### src/rtl/regfile_stim_gen_if.sv
// rtl/regfile_stim_gen_if.sv - control inputs and register-file stimulus outputs of the generator
interface regfile_stim_gen_if #(
  parameter int N           = 8,
  parameter int addressBits = 2
);
  logic                   start;
  logic                   pause;
  logic [3:0]             passes;
  logic [N-1:0]           seed;
  logic [1:0]             selectSource;
  logic [N-1:0]           immediate;
  logic [addressBits-1:0] writeAddress;
  logic                   write_en;
  logic [addressBits-1:0] readAddressA;
  logic [addressBits-1:0] readAddressB;
  logic                   busy;
  logic                   done;
  logic [31:0]            wr_count;
  logic [31:0]            rd_count;

  modport master (
    input  start, pause, passes, seed,
    output selectSource, immediate, writeAddress, write_en,
           readAddressA, readAddressB, busy, done, wr_count, rd_count
  );

  modport slave (
    output start, pause, passes, seed,
    input  selectSource, immediate, writeAddress, write_en,
           readAddressA, readAddressB, busy, done, wr_count, rd_count
  );
endinterface

### src/rtl/regfile_stim_gen.sv
// rtl/regfile_stim_gen.sv - write-then-read register file stimulus generator
// Outputs are registered from the next-state decode; pause is sampled at the edge before the held cycle.
module regfile_stim_gen #(
  parameter int N           = 8,
  parameter int addressBits = 2
) (
  input  logic              clk,
  input  logic              rst,
  regfile_stim_gen_if.master bus
);
  typedef enum logic [1:0] {S_IDLE, S_WRITE, S_READ, S_DONE} state_t;

  state_t                 state_q, state_d;
  logic [addressBits-1:0] idx_q, idx_d;
  logic [3:0]             pass_q, pass_d;
  logic [3:0]             passes_q, passes_d;
  logic [N-1:0]           seed_q, seed_d;
  logic                   active_q, active_d;
  logic                   rd_act_q, rd_act_d;
  logic                   we_q, we_d;
  logic [addressBits-1:0] wa_q, wa_d;
  logic [addressBits-1:0] ra_q, ra_d;
  logic [addressBits-1:0] rb_q, rb_d;
  logic [N-1:0]           imm_q, imm_d;
  logic                   busy_q, busy_d;
  logic                   done_q, done_d;
  logic [31:0]            wr_cnt_q, rd_cnt_q;

  always_comb begin
    state_d  = state_q;
    idx_d    = idx_q;
    pass_d   = pass_q;
    passes_d = passes_q;
    seed_d   = seed_q;
    active_d = 1'b0;
    rd_act_d = 1'b0;
    we_d     = 1'b0;
    wa_d     = '0;
    ra_d     = '0;
    rb_d     = '0;
    imm_d    = '0;
    busy_d   = 1'b0;
    done_d   = 1'b0;

    // active_q marks that the presented index was really issued, so it may advance
    case (state_q)
      S_IDLE: begin
        if (bus.start) begin
          passes_d = (bus.passes == 4'd0) ? 4'd1 : bus.passes;
          seed_d   = bus.seed;
          pass_d   = '0;
          idx_d    = '0;
          state_d  = S_WRITE;
        end
      end
      S_WRITE: begin
        if (active_q) begin
          if (idx_q == '1) begin
            idx_d   = '0;
            state_d = S_READ;
          end else begin
            idx_d = idx_q + 1'b1;
          end
        end
      end
      S_READ: begin
        if (active_q) begin
          if (idx_q == '1) begin
            idx_d = '0;
            if (({1'b0, pass_q} + 5'd1) < {1'b0, passes_q}) begin
              pass_d  = pass_q + 4'd1;
              state_d = S_WRITE;
            end else begin
              state_d = S_DONE;
            end
          end else begin
            idx_d = idx_q + 1'b1;
          end
        end
      end
      S_DONE:  state_d = S_IDLE;
      default: state_d = S_IDLE;
    endcase

    case (state_d)
      S_WRITE: begin
        active_d = !bus.pause;
        we_d     = active_d;
        wa_d     = idx_d;
        // seed + p*R + i is the seed plus the concatenation {p, i}
        imm_d    = seed_d + N'({pass_d, idx_d});
        busy_d   = 1'b1;
      end
      S_READ: begin
        active_d = !bus.pause;
        rd_act_d = active_d;
        ra_d     = idx_d;
        rb_d     = ~idx_d;
        busy_d   = 1'b1;
      end
      S_DONE:  done_d = 1'b1;
      default: ;
    endcase
  end

  always_ff @(posedge clk) begin
    if (rst) begin
      state_q  <= S_IDLE;
      idx_q    <= '0;
      pass_q   <= '0;
      passes_q <= '0;
      seed_q   <= '0;
      active_q <= 1'b0;
      rd_act_q <= 1'b0;
      we_q     <= 1'b0;
      wa_q     <= '0;
      ra_q     <= '0;
      rb_q     <= '0;
      imm_q    <= '0;
      busy_q   <= 1'b0;
      done_q   <= 1'b0;
      wr_cnt_q <= '0;
      rd_cnt_q <= '0;
    end else begin
      state_q  <= state_d;
      idx_q    <= idx_d;
      pass_q   <= pass_d;
      passes_q <= passes_d;
      seed_q   <= seed_d;
      active_q <= active_d;
      rd_act_q <= rd_act_d;
      we_q     <= we_d;
      wa_q     <= wa_d;
      ra_q     <= ra_d;
      rb_q     <= rb_d;
      imm_q    <= imm_d;
      busy_q   <= busy_d;
      done_q   <= done_d;
      if (we_q && wr_cnt_q != 32'hFFFF_FFFF) begin
        wr_cnt_q <= wr_cnt_q + 32'd1;
      end
      if (rd_act_q) begin
        rd_cnt_q <= (rd_cnt_q >= 32'hFFFF_FFFE) ? 32'hFFFF_FFFF : rd_cnt_q + 32'd2;
      end
    end
  end

  assign bus.selectSource = 2'b00;
  assign bus.immediate    = imm_q;
  assign bus.writeAddress = wa_q;
  assign bus.write_en     = we_q;
  assign bus.readAddressA = ra_q;
  assign bus.readAddressB = rb_q;
  assign bus.busy         = busy_q;
  assign bus.done         = done_q;
  assign bus.wr_count     = wr_cnt_q;
  assign bus.rd_count     = rd_cnt_q;
endmodule

### src/flat_wrapper.sv
// flat-port wrapper written by rule: the top's interface ports become plain ports
module regfile_stim_gen_flat 
#(
  parameter int N           = 8,
  parameter int addressBits = 2
)
  (clk, rst, bus_start, bus_pause, bus_passes, bus_seed, bus_selectSource, bus_immediate, bus_writeAddress, bus_write_en, bus_readAddressA, bus_readAddressB, bus_busy, bus_done, bus_wr_count, bus_rd_count);
  regfile_stim_gen_if #(.N(N), .addressBits(addressBits)) bus_i ();
  input  logic clk;
  input  logic rst;
  input wire logic [$bits(bus_i.start)-1:0] bus_start;
  input wire logic [$bits(bus_i.pause)-1:0] bus_pause;
  input wire logic [$bits(bus_i.passes)-1:0] bus_passes;
  input wire logic [$bits(bus_i.seed)-1:0] bus_seed;
  output wire logic [$bits(bus_i.selectSource)-1:0] bus_selectSource;
  output wire logic [$bits(bus_i.immediate)-1:0] bus_immediate;
  output wire logic [$bits(bus_i.writeAddress)-1:0] bus_writeAddress;
  output wire logic [$bits(bus_i.write_en)-1:0] bus_write_en;
  output wire logic [$bits(bus_i.readAddressA)-1:0] bus_readAddressA;
  output wire logic [$bits(bus_i.readAddressB)-1:0] bus_readAddressB;
  output wire logic [$bits(bus_i.busy)-1:0] bus_busy;
  output wire logic [$bits(bus_i.done)-1:0] bus_done;
  output wire logic [$bits(bus_i.wr_count)-1:0] bus_wr_count;
  output wire logic [$bits(bus_i.rd_count)-1:0] bus_rd_count;
  assign bus_i.start = bus_start;
  assign bus_i.pause = bus_pause;
  assign bus_i.passes = bus_passes;
  assign bus_i.seed = bus_seed;
  assign bus_selectSource = bus_i.selectSource;
  assign bus_immediate = bus_i.immediate;
  assign bus_writeAddress = bus_i.writeAddress;
  assign bus_write_en = bus_i.write_en;
  assign bus_readAddressA = bus_i.readAddressA;
  assign bus_readAddressB = bus_i.readAddressB;
  assign bus_busy = bus_i.busy;
  assign bus_done = bus_i.done;
  assign bus_wr_count = bus_i.wr_count;
  assign bus_rd_count = bus_i.rd_count;
  regfile_stim_gen #(.N(N), .addressBits(addressBits)) u_core (.clk(clk), .rst(rst), .bus(bus_i));
endmodule
### config.mk
export PLATFORM = sky130hd
export DESIGN_NAME = regfile_stim_gen_flat
export DESIGN_NICKNAME = d
export VERILOG_FILES = /design/src/rtl/regfile_stim_gen_if.sv /design/src/rtl/regfile_stim_gen.sv /design/src/flat_wrapper.sv
export SDC_FILE = /design/constraint.sdc
export NUM_CORES = 1
export LEC_CHECK = 0
export CAP_MARGIN = 20
export CORE_MARGIN = 2
export CORE_UTILIZATION = 40
export DETAILED_ROUTE_END_ITERATION = 10
export PLACE_DENSITY = 0.66
export RECOVER_POWER = 100
export SLEW_MARGIN = 10
export SYNTH_ARGS = -nofsm -noshare
export SYNTH_HDL_FRONTEND = slang
export SYNTH_SLANG_ARGS = --single-unit
export TNS_END_PERCENT = 50
### constraint.sdc
create_clock -name clk -period 3.62 [get_ports clk]
set_input_delay 0.543 -clock clk [delete_from_list [all_inputs] [get_ports clk]]
set_output_delay 0.543 -clock clk [all_outputs]
set_load 0.05 [all_outputs]
## Word level (Yosys, flattened, before mapping)

Index checks and enable logic that the tools add are counted.
W data, S select, Z words.

- Word-level logic and storage cells: 68
- Memories kept: 0
- Bits in latches: 0
- Flip-flop bits (word level): 103
- Bits in writable memories: 0
- ROM bits: 0
- Output and inout bits: 83
- Bits of input ports: 16

- Equality and inequality tests: 8
- Shifts and indexed selects: 0
- Bitwise operators: 4
- Divide/modulo/power cells: 0
- Muxes and demuxes: 22
- Multipliers: 0
- Reduce and logical (&&, ||, !) cells: 10
- Order comparisons: 2
- Add/subtract/negate cells: 6

Operator list:

| kind | count |
|---|---|
| $add A32 B1 Y32 const B | 1 |
| $add A32 B2 Y32 const B | 1 |
| $ge A32 B32 Y1 const B | 1 |
| $mux W32 | 1 |
| $ne A32 B32 Y1 const B | 1 |
| $mux W4 | 5 |
| $mux W2 | 9 |
| $mux W8 | 2 |
| $eq A2 B2 Y1 const B | 5 |
| $reduce_or A2 Y1 | 5 |
| $add A8 B6 Y8 | 1 |
| $pmux W2 S4 | 1 |
| $pmux W4 S2 | 1 |
| $add A4 B1 Y5 const B | 1 |
| $lt A5 B4 Y1 | 1 |
| $add A4 B1 Y4 const B | 1 |
| $eq A2 B1 Y1 const B | 2 |
| $logic_not A4 Y1 | 1 |
| $pmux W2 S2 | 1 |
| $not A1 Y1 | 3 |
| $add A2 B1 Y2 const B | 1 |
| $logic_not A2 Y1 | 1 |
| $mux W1 | 2 |
| $not A2 Y2 | 1 |
| 3 further kinds | 3 |

## Logic depth before layout (Yosys ltp)

- Word-level depth: 10
- Mapped depth: 15
- Depth with buffers taken out: 15

## Least setup slack after synthesis

No wires, ideal clock.

- Kind: register -> register
- Start point: register u_core.pass_q[0]
- End point: register u_core.imm_q[6], in the netlist u_core.bus.immediate[6]
- Period minus slack after synthesis: 3,133 ps
- Setup time: 121 ps
- Data arrival time: 3,012 ps
- Path slack: 487 ps
- Cell stages (with the launch flop): 15
- Cell sequence: dfxtp_1 ha_1 ha_1 a21boi_0 o31ai_1 nand2_1 a21o_1 mux2_2 ha_1 a21o_1 a21oi_1 o21bai_1 a21oi_1 xor2_1 nor2_1

- Elaborated cells between the ends (all ways): 16
- Those cells by class: 3 x add/sub; 1 x order compare; 1 x eq/ne; 9 x mux; 1 x bitwise; 1 x reduce/logical

RTL lines:

| what | RTL line | text |
|---|---|---|
| start, declared | regfile_stim_gen.sv:15 | `logic [3:0] pass_q, pass_d;` |
| start signal, assigned | regfile_stim_gen.sv:127 | `pass_q <= pass_d;` |
| $add A4 B1 Y5 | regfile_stim_gen.sv:70 | `if (({1'b0, pass_q} + 5'd1) < {1'b0, passes_q}) begin` |
| $lt A5 B4 Y1 | regfile_stim_gen.sv:70 |  |
| $mux W4 | regfile_stim_gen.sv:70 |  |
| $mux W4 | regfile_stim_gen.sv:68 | `if (idx_q == '1) begin` |
| $mux W4 | regfile_stim_gen.sv:67 | `if (active_q) begin` |
| $pmux W4 S2 (*) | regfile_stim_gen.sv:46 | `case (state_q)` |
| via u_core.pass_d[0] | regfile_stim_gen.sv:15 |  |
| $add A8 B6 Y8 (*) | regfile_stim_gen.sv:91 | `imm_d = seed_d + N'({pass_d, idx_d});` |
| end signal, assigned | regfile_stim_gen.sv:136 | `imm_q <= imm_d;` |
| end, declared | regfile_stim_gen.sv:24 | `logic [N-1:0] imm_q, imm_d;` |

The timed path passes the listed nets; every way through them passes the cells marked *.
A chain may end at the register's enable or synchronous reset.

## Final worst setup path

Ends and elaborated chain as after synthesis.

==> impl_metrics.csv <==
group,metric,value,unit
sta,fin_crit,3.44,ns
critical_path,crit_chain,"ha_2, ha_1, a21boi_0, o31ai_2, nand2_1, a21o_1, mux2_2, ha_1, a21o_1, a21oi_1, o21bai_1, a21oi_1, xor2_1, nor2_1",
layout,design_area,0.00637,mm2
floorplanning,rows,40,
global_routing,grt_max_degree,61,
sta,finalSetupTns,0,ns
cts,cts_tree,"built",
floorplanning,die_x,116,um
critical_path,cp.required,3.85,ns
routing,drt.antenna.violating_nets,0,
critical_path,end_kind,"register",
critical_path,crit_start,"u_core.pass_q[0]",
sta,setup_ws,0.182,ns
place,post-place-ws,0.194,ns
routing,num_vias,4383,
critical_path,crit_arrival,3.67,ns
logic_synthesis,yosys_register_bits,103,
run,drv_cap,0,
floorplanning,start_util,41.3,%
cts,root_buffer,"clkbuf_16",
place,io_buffers,96,
critical_path,r2r_cells,14,
critical_path,cp-endpoint,"u_core.bus.immediate[6]",
routing,wirelength,11800,um
sta,finalCritPeriodShare,95.0,%
routing,drtIter0Drc,190,
layout,nFillCells,1134,
global_routing,grt_busiest_layer,"met2",
pwr,p_leak,2.56,nW
logic_synthesis,yosys_warnings,0,
floorplanning,ioPinCount,99,
floorplanning,die_h,116,um
min_path,holdPathStages,2,
critical_path,criticalPathCategory,"reg -> reg",
logic_synthesis,async_reset_ff_share,0,%
cts,clock-sinks,103,
cts,htree_levels,3,
critical_path,crit_slowest_cell,"dfxtp_1",
layout,syn_to_final_growth,27.9,%
place,dp_hpwl,8460,um
layout,drive_gt1_share,4.92,%
critical_path,max_stage_delay,0.41,ns
cts,holdBufCountCts,0,
global_routing,grt_pass1_wl,19600,um
cts,cts_buffers,9,
critical_path,cp-start-kind,"register",
layout,diodes,0,
place,globalplace.congestion,0.860,
pwr,power-per-cell-area,369,mW/mm2
routing,drc_errors,0,
sta,grt_setup_unrepaired,"no",
min_path,min_path_type,"reg -> reg",
sta,report.final.slew_viol_count,0,
logic_synthesis,synthCells,597,
floorplanning,fp.coreArea,0.0121,mm2
global_routing,grt_use_met2,30.4,%
pwr,totalPowerFinal,2.35,mW
critical_path,reg2reg_slack,0.18,ns
cts,clk_pin_slew,0.07,ns
logic_synthesis,ys_types,56,
floorplanning,dieArea,0.0134,mm2
routing,dr.pass1.iters,4,
logic_synthesis,netlist_area,0.00498,mm2
sta,slew_headroom,21.1,%
sta,clock.fmax,0.291,GHz
layout,fin_cells,859,
critical_path,cp_max_fo,4,
cts,clock_latency,0.35,ns
place,dp.cells,843,
place,place_area,0.00609,mm2
logic_synthesis,synth_seq_area_share,41.4,%
global_routing,track_usage,18.3,%
global_routing,overflow,0,
logic_synthesis,syn_area_per_cell,8.34,um2
logic_synthesis,synthFlopType,"dfxtp_1",
logic_synthesis,synth_edf_count,0,
global_routing,grt_use_met1,22.3,%
critical_path,r2r_start,"u_core.pass_q[0]",
routing,avgRoutedWirePerCell,13.7,um
sta,hold_viol,0,
critical_path,r2r_end,"u_core.bus.immediate[6]",
cts,cts_buffer_depth,2,
pwr,peakVddDrop,0.164,mV
layout,finalNetCount,723,
layout,multi_input_comb_area,0.00272,mm2
sta,setup_viol,0,
routing,vias_per_cell,5.10,
global_routing,met3_usage,4.65,%
global_routing,first_global_vias,4253,
layout,regArea,0.00206,mm2
sta,worstMarginPinSlew,1.18,ns
outcome,status,"finished clean",
global_routing,grt_antenna_before_repair,0,
sta,fin_worst_skew,0.00654,ns
## kinds of logic after synthesis
group,Yosys count,synth area share [%]
xor+xnor,53,9.60
other cells,1,0.0753
mux,1,0.226
compound gates,96,11.6
flops,103,41.4
buf+inv,50,4.05
fa+ha+maj,21,5.43
simple gates,272,27.6
## report_power, final
group	total, mW	internal, mW	switching [mW]
clock network	0.980	0.551	0.429
logic	0.204	0.0718	0.132
registers	1.16	1.15	0.0106
## metal layers
layer | part of all wire (%) | routed length, um | vias up
li1 | - | - | 2241
met5 | 0 | 0 | -
met3 | 5.2 | 607 | 27
met1 | 44 | 5160 | 2010
met4 | 2.7 | 314 | 0
met2 | 48 | 5690 | 105
## area by class of cell
cell class | count | area share, %
Clock buffer | 10 | 3.75
Clock inverter | 6 | 0.943
Inverter | 24 | 1.41
Multi-Input combinational cell | 445 | 42.7
Sequential cell | 103 | 32.4
Tap cell | 168 | 3.30
Timing Repair Buffer | 103 | 15.5
## worst min path at each step
stage	from	slack, ns	end
CTS	u_core.bus.rd_count[0]	0.47	u_core.bus.rd_count[0]
global route	u_core.passes_q[3]	0.49	u_core.passes_q[3]
global placement	u_core.bus.rd_count[0]	0.44	u_core.bus.rd_count[0]
floorplan	u_core.passes_q[1]	0.44	u_core.passes_q[1]
finish	u_core.passes_q[1]	0.47	u_core.passes_q[1]
detailed placement	u_core.bus.rd_count[0]	0.46	u_core.bus.rd_count[0]
## layout by cell type (no fill, tap or decap), types with 2 or more instances in the layout
cell type        count
nand2b_1             4
nand2_1             56
nand3b_1             2
and2_1               6
conb_1               2
a31oi_1              3
nand4_1             18
and3_1              10
dfxtp_1            103
inv_1               24
nand3_1             27
and4_1               4
a211oi_1             4
clkbuf_16            9
a41oi_1              2
nor2_1              70
or2_2                4
nor2b_1             14
clkbuf_1             6
clkinv_2             3
and2_0               6
ha_1                19
or4_1                5
or3_1                7
a21oi_1             44
nor4_1               7
o211ai_1             3
nor3_1              24
a21o_1               2
o31ai_1              2
dlygate4sd3_1       81
clkdlybuf4s50_1     14
clkinvlp_4           2
o21ai_0             20
xor2_1              20
a21boi_0             3
xnor2_1             32
## critical path, delay by kind of cell (launching register included)
kind / cells / cell delay, ns
adder cells (fa/ha/maj): 3 / 0.94
AO/OA/AOI/OAI: 7 / 1.32
multiplexers: 1 / 0.30
XOR/XNOR: 1 / 0.16
AND/OR/NAND/NOR: 2 / 0.17
flip-flops: 1 / 0.41
## sequential cells by signal, indices dropped and copies added, names as in the netlist, 2 cells and up
signal,flops
u_core.bus.immediate,8
u_core.pass_q,4
u_core.passes_q,4
u_core.state_q,2
u_core.seed_q,8
u_core.bus.wr_count,32
u_core.bus.readAddressB,2
u_core.bus.rd_count,32
u_core.bus.writeAddress,2
u_core.idx_q,2
u_core.bus.readAddressA,2
## cells in the mapped netlist (2+ instances only)
library cell	instances	area share, %
dfxtp_1	103	41
nor2_1	70	5.3
nand2_1	56	4.2
a21oi_1	44	4.4
xnor2_1	32	5.6
nand3_1	27	2.7
inv_1	24	1.8
nor3_1	24	2.4
ha_1	20	5.0
xor2_1	20	3.5
clkbuf_1	19	1.4
o21ai_0	19	1.9
nand4_1	16	2.0
nor2b_1	15	1.9
and2_1	12	1.5
and3_1	10	1.3
nor4_1	7	0.88
or3_1	7	0.88
or4_1	5	0.75
a211oi_1	4	0.60
and4_1	4	0.70
nand2b_1	4	0.50
or2_2	4	0.50
a21boi_0	3	0.45
a31oi_1	3	0.38
buf_4	3	0.45
nand4_2	3	0.75
o211ai_1	3	0.45
o31ai_1	3	0.45
a21o_1	2	0.30
a311oi_1	2	0.35
a41oi_1	2	0.35
buf_1	2	0.15
clkbuf_2	2	0.20
nand3b_1	2	0.30
## per-stage QoR
| step | hold WS [ns] | utilization, % |
|---|---|---|
| detailed placement | 0.459 | 50.5 |
| finish | 0.470 | 52.8 |
| floorplan | 0.436 | - |
| global route | 0.490 | 52.8 |
| CTS | 0.470 | 53.0 |
| global placement | 0.439 | 50.5 |
## timing repair
action | in CTS | in global routing
buffers inserted | 0 | 0
resized for setup | 0 | 4
setup endpoints to repair | 0 | 2
Power figures use the tool's default switching activity.
